**src/rtl/pp_pkg.sv**
```systemverilog
// pp_pkg: shared defaults for the pp_accum block-sum accumulator.
//   PP_W_IN       default signed input sample width
//   PP_LOG2N_MAX  default largest block length exponent (N = 2^log2n)
//   PP_W_OUT      derived output width, always PP_W_IN + PP_LOG2N_MAX
//   clamp_log2n   limits a requested exponent to the supported maximum
package pp_pkg;

  localparam int PP_W_IN      = 10;
  localparam int PP_LOG2N_MAX = 6;
  localparam int PP_W_OUT     = PP_W_IN + PP_LOG2N_MAX;

  function automatic logic [2:0] clamp_log2n(input logic [2:0] k,
                                             input logic [2:0] kmax);
    return (k > kmax) ? kmax : k;
  endfunction

endpackage

```
**src/rtl/pp_rail_detect.sv**
```systemverilog
// pp_rail_detect: flags a signed sample sitting on either rail.
//   in      signed sample
//   is_max  in equals the most positive value  2^(W_IN-1)-1
//   is_min  in equals the most negative value -2^(W_IN-1)
module pp_rail_detect
  import pp_pkg::*;
#(
  parameter int W_IN = PP_W_IN
) (
  input  logic signed [W_IN-1:0] in,
  output logic                   is_max,
  output logic                   is_min
);

  assign is_max = (in == {1'b0, {(W_IN-1){1'b1}}});
  assign is_min = (in == {1'b1, {(W_IN-1){1'b0}}});

endmodule

```
**src/rtl/pp_accum.sv**
```systemverilog
// pp_accum: sums blocks of N = 2^log2n signed samples and reports the sum
// normalised to full scale (shifted left by LOG2N_MAX - log2n), together with
// the number of rail-valued samples in the block.
//
// Ports:
//   clk, rst_n   clock (rising edge) and asynchronous active-low reset
//   in           signed sample, qualified by strobe_in
//   strobe_in    sample valid; any duty cycle, back-to-back allowed
//   log2n        block length exponent, latched on the first sample of a block
//   clear        synchronous abort of the block in progress
//   out          signed normalised block sum, held between completions
//   strobe_out   one-cycle pulse when out/clip_count carry a new result
//   clip_count   rail-valued samples counted in the completed block
//
// Handshake: strobe-only, no back-pressure. A sample is consumed on every
// rising edge where strobe_in=1 and clear=0; the consumer must accept the
// result on the single cycle strobe_out=1 (out/clip_count then hold anyway).
module pp_accum
  import pp_pkg::*;
#(
  parameter int W_IN      = PP_W_IN,
  parameter int LOG2N_MAX = PP_LOG2N_MAX,
  parameter int W_OUT     = PP_W_OUT
) (
  input  logic                    clk,
  input  logic                    rst_n,
  input  logic signed [W_IN-1:0]  in,
  input  logic                    strobe_in,
  input  logic [2:0]              log2n,
  input  logic                    clear,
  output logic signed [W_OUT-1:0] out,
  output logic                    strobe_out,
  output logic [LOG2N_MAX:0]      clip_count
);

  // The normalised sum only fits exactly if the output carries LOG2N_MAX
  // bits of headroom above the sample width.
  if (W_OUT != W_IN + LOG2N_MAX) begin : g_bad_w_out
    $fatal(1, "pp_accum: W_OUT must equal W_IN + LOG2N_MAX");
  end
  // log2n is a 3-bit port, so exponents above 7 are unreachable.
  if (LOG2N_MAX < 1 || LOG2N_MAX > 7) begin : g_bad_log2n_max
    $fatal(1, "pp_accum: LOG2N_MAX must be in 1..7");
  end

  localparam int         CW   = LOG2N_MAX;
  localparam int         NW   = LOG2N_MAX + 1;
  localparam logic [2:0] KMAX = 3'(LOG2N_MAX);

  logic signed [W_OUT-1:0] acc;
  logic [CW-1:0]           cnt;
  logic [NW-1:0]           clip_cnt;
  logic [2:0]              lat_log2n;

  logic                    is_max;
  logic                    is_min;
  logic [2:0]              eff_log2n;
  logic [2:0]              shamt;
  logic [NW-1:0]           n_last;
  logic                    last;
  logic signed [W_OUT-1:0] ext;
  logic signed [W_OUT-1:0] sum_next;
  logic signed [W_OUT-1:0] out_next;
  logic [NW-1:0]           clip_next;

  pp_rail_detect #(
    .W_IN (W_IN)
  ) u_rail (
    .in     (in),
    .is_max (is_max),
    .is_min (is_min)
  );

  always_comb begin
    // The first sample of a block uses the live exponent; later samples use
    // the copy latched with that first sample.
    eff_log2n = (cnt == '0) ? clamp_log2n(log2n, KMAX) : lat_log2n;
    shamt     = KMAX - eff_log2n;
    n_last    = (NW'(1) << eff_log2n) - NW'(1);
    // cnt holds samples already taken, so it peaks at N-1 and never wraps.
    last      = ({1'b0, cnt} == n_last);
    ext       = {{LOG2N_MAX{in[W_IN-1]}}, in};
    sum_next  = acc + ext;
    out_next  = sum_next << shamt;
    clip_next = clip_cnt + NW'(is_max | is_min);
  end

  always_ff @(posedge clk or negedge rst_n) begin
    if (!rst_n) begin
      acc        <= '0;
      cnt        <= '0;
      clip_cnt   <= '0;
      lat_log2n  <= '0;
      out        <= '0;
      clip_count <= '0;
      strobe_out <= 1'b0;
    end else begin
      strobe_out <= 1'b0;
      if (clear) begin
        // Abort wins over a coincident sample; the last result stays visible.
        acc      <= '0;
        cnt      <= '0;
        clip_cnt <= '0;
      end else if (strobe_in) begin
        if (cnt == '0) begin
          lat_log2n <= eff_log2n;
        end
        if (last) begin
          out        <= out_next;
          clip_count <= clip_next;
          strobe_out <= 1'b1;
          acc        <= '0;
          cnt        <= '0;
          clip_cnt   <= '0;
        end else begin
          acc      <= sum_next;
          cnt      <= cnt + CW'(1);
          clip_cnt <= clip_next;
        end
      end
    end
  end

endmodule
```
**config.mk**
```make
export PLATFORM = sky130hd
export DESIGN_NAME = pp_accum
export DESIGN_NICKNAME = d
export VERILOG_FILES = /design/src/rtl/pp_pkg.sv /design/src/rtl/pp_rail_detect.sv /design/src/rtl/pp_accum.sv
export SDC_FILE = /design/constraint.sdc
export NUM_CORES = 1
export LEC_CHECK = 0
export CORE_ASPECT_RATIO = 1.25
export CORE_MARGIN = 5
export CORE_UTILIZATION = 53
export DETAILED_ROUTE_END_ITERATION = 8
export PLACE_DENSITY_LB_ADDON = 0.2
export SLEW_MARGIN = 20
export SYNTH_ARGS = -nofsm -noshare
export SYNTH_HDL_FRONTEND = slang
export SYNTH_SLANG_ARGS = --single-unit
```
**constraint.sdc**
```tcl
create_clock -name clk -period 4.1 [get_ports clk]
set_input_delay 0.615 -clock clk [delete_from_list [all_inputs] [get_ports clk]]
set_output_delay 0.615 -clock clk [all_outputs]
set_load 0.03 [all_outputs]
```
==> impl_metrics.toml, run 1 <==
[run_status]
status = "completed"

[worst_setup_path]
cp-end-kind = "flip-flop"
cp_common_cell = "inv_1"
arrival_ps = 4150
setup.worst_path.class = "flip-flop to flip-flop"
cp_slowest_stage_delay_ps = 450
slowest_stage = "dfrtp_1"
startpoint_type = "flip-flop"
cp.required_ps = 4340
cp_max_fo = 6
cp_cell_sequence = "inv_1, ha_1, nor3b_4, and4_1, a21o_1, inv_2, ha_1, nand2_1, ha_2, inv_1, or3_1, o311ai_1, nor3_2, buf_4, a311oi_4, buf_4, inv_1, o21ai_0"

[synth]
ys_ff_latch = 56
synth_top_area_cell = "dfrtp_1"
postSynthCellCount = 477
synth_edf_count = 0
postSynthAreaPerCell_sq_um = 8.88
yosysWarnings = 0
syn_area_sq_um = 4240
synthFlopType = "dfrtp_1"
seq_area_frac_synth_pct = 33.1
synth_area_leaders = "dfrtp_1 33%, ha_1 7.4%, nand2_1 4.9%"
synth_top_area_share_pct = 33.1
async_flop_share_pct = 100
synth.net_count = 520
ys_types = 71

[floorplan]
die_x_um = 90.0
fp.dieH_um = 110
initial_core_util_pct = 54.4
core_sq_um = 7790
rows = 36
io_pins = 41
dieArea_sq_um = 9890

[sta]
max_slew_margin_pct = 53.7
post-route-period-util_pct = 95.2
hold_violations = 0
slew_viol_final = 0
fin_crit_ps = 3900
worstMarginPinSlew_ps = 695
setup_viol = 0
fmax_mhz = 256
fin_skew_ps = 7.12

[drt]
remaining_drc_errors = 0
drt-total-wl_um = 11700
vias = 3953
wl_per_cell_um = 18.9
ant_nets = 0
drt_first_pass_iters = 5
viasPerCell = 6.39
drt_iter0_drc = 226

[place]
place_area_sq_um = 4810
place_congestion = 0.918
numPortBuffers = 40
dpl.hpwl_um = 8880
dp_cells = 608

[clock_tree]
cts-root-buf = "clkbuf_8"
numCtsBuffers = 5
htreeDepth = 2
clkLatencyLatePin_ps = 320
clk_pin_slew_worst_paths_ps = 120
hold_buffers = 0
clk_path_buf_depth = 2
cts_tree = "yes"
clock_sinks = 56

[layout]
multi_input_area_sq_um = 2680
nNetsFinal = 566
final-seq-area_sq_um = 1400
syn_to_final_growth_pct = 16.9
final_common_cell = "dfrtp_1"
final_cell_mix = "56 x dfrtp_1, 55 x nand2_1, 39 x clkdlybuf4s50_1"
design_area_sq_um = 4950
fillers = 684
drive_gt1_share_pct = 12.8
antennaDiodeCount = 0
fin_cells = 619

[grt]
globalRouteTotalUtil_pct = 23.7
overflow = 0
grt_pass1_wl_um = 19300
grt_pass1_vias = 3916
antenna_found_initial = 0
grt_max_degree = 31

[power_and_ir_drop]
powerDensity_nw_per_um2 = 559
leakagePower_uw = 0.00219
ir_drop_uv = 249
p_total_uw = 2770

[job]
cap_violations = 0

[worst_hold_path]
hold_path_class = "input port to asynchronous set/reset pin"
## kinds of logic after synthesis
family	share of synthesized area (%)
adders and majority gates	7.86
buffers and inverters	4.49
and+or+nand+nor	19.6
muxes	5.85
AOI/OAI and AO/OA	25.2
xor gates and xnor gates	3.93
DFF	33.1
## path summary, 6_finish.rpt
| path | cells past startpoint | end | slack (ps) | from |
|---|---|---|---|---|
| max | 18 | acc[10] | 200 | cnt[1] |
| min reg2reg | 2 | out[2] | 480 | out[2] |
| max reg2reg | 18 | acc[10] | 200 | cnt[1] |
| min | 1 | lat_log2n[1] | 320 | rst_n |
| min in group clk | 2 | out[2] | 480 | out[2] |
| max in group asynchronous | 2 | out[1] | 2930 | rst_n |
## what timing repair did
item | 4_1_cts | 5_1_grt
setup buffers | 0 | 3
endpoints found under the setup margin | 0 | 28
endpoints found under the hold margin | 0 | 0
resized for setup | 0 | 7
## flip-flops by register name, summed over array words and instances, names as in the netlist
signal and count:
lat_log2n 3, out 16, strobe_out 1, acc 16
clip_cnt 7, clip_count 7, cnt 6
## where the power goes
part,internal [uW],switching (uW)
clock network,126,209
logic,710,988
registers,651,86.0
## layout make-up
type,instances,area share [%]
clock buffer,5,1.39
clock inverter,3,0.556
inverter,16,1.29
multi-input combinational,378,54.1
sequential,56,28.3
tap,95,2.40
timing repair buffer,66,11.9
## metal layers
layer / global-route usage, % / routed length, um
met4: 10.0 / 389
met5: 0 / 0
met1: 27.7 / 4700
met3: 3.29 / 505
met2: 43.6 / 6090
## synth_stat cells (9+ instances only)
cell type / count
o21ai_0: 36
clkbuf_1: 15
inv_1: 15
a21oi_1: 25
nand3_1: 17
ha_1: 25
xnor2_1: 11
and2_1: 9
nand2_1: 55
mux2i_1: 9
nor2_1: 18
dfrtp_1: 56
a31oi_1: 9
a22o_1: 15
## worst max-delay path, delay by kind of cell (launching register included)
kind / cells / cell delay [ps]
compound gates: 4 / 1060
simple gates: 5 / 990
buf+inv: 6 / 750
fa+ha+maj: 3 / 580
flops: 1 / 450
## through the flow
stage,util [%],hold slack (ps),setup slack (ps),TNS (ps)
after CTS,63.0,338,84.0,0
after global placement,61.7,452,86.1,0
final,63.5,324,197,0
after global routing,63.5,369,-9.23,-14.3
after detailed placement,61.7,464,-4.27,-7.95
after floorplan,-,319,40.7,0
No activity file was read; power rests on OpenSTA's default activity.
==> run 2, diff against run 1 <==
ABC_AREA = 0   (was default)
==> results of run 2 <==
No change in the layout: final DEF, timing and power equal those of run 1.
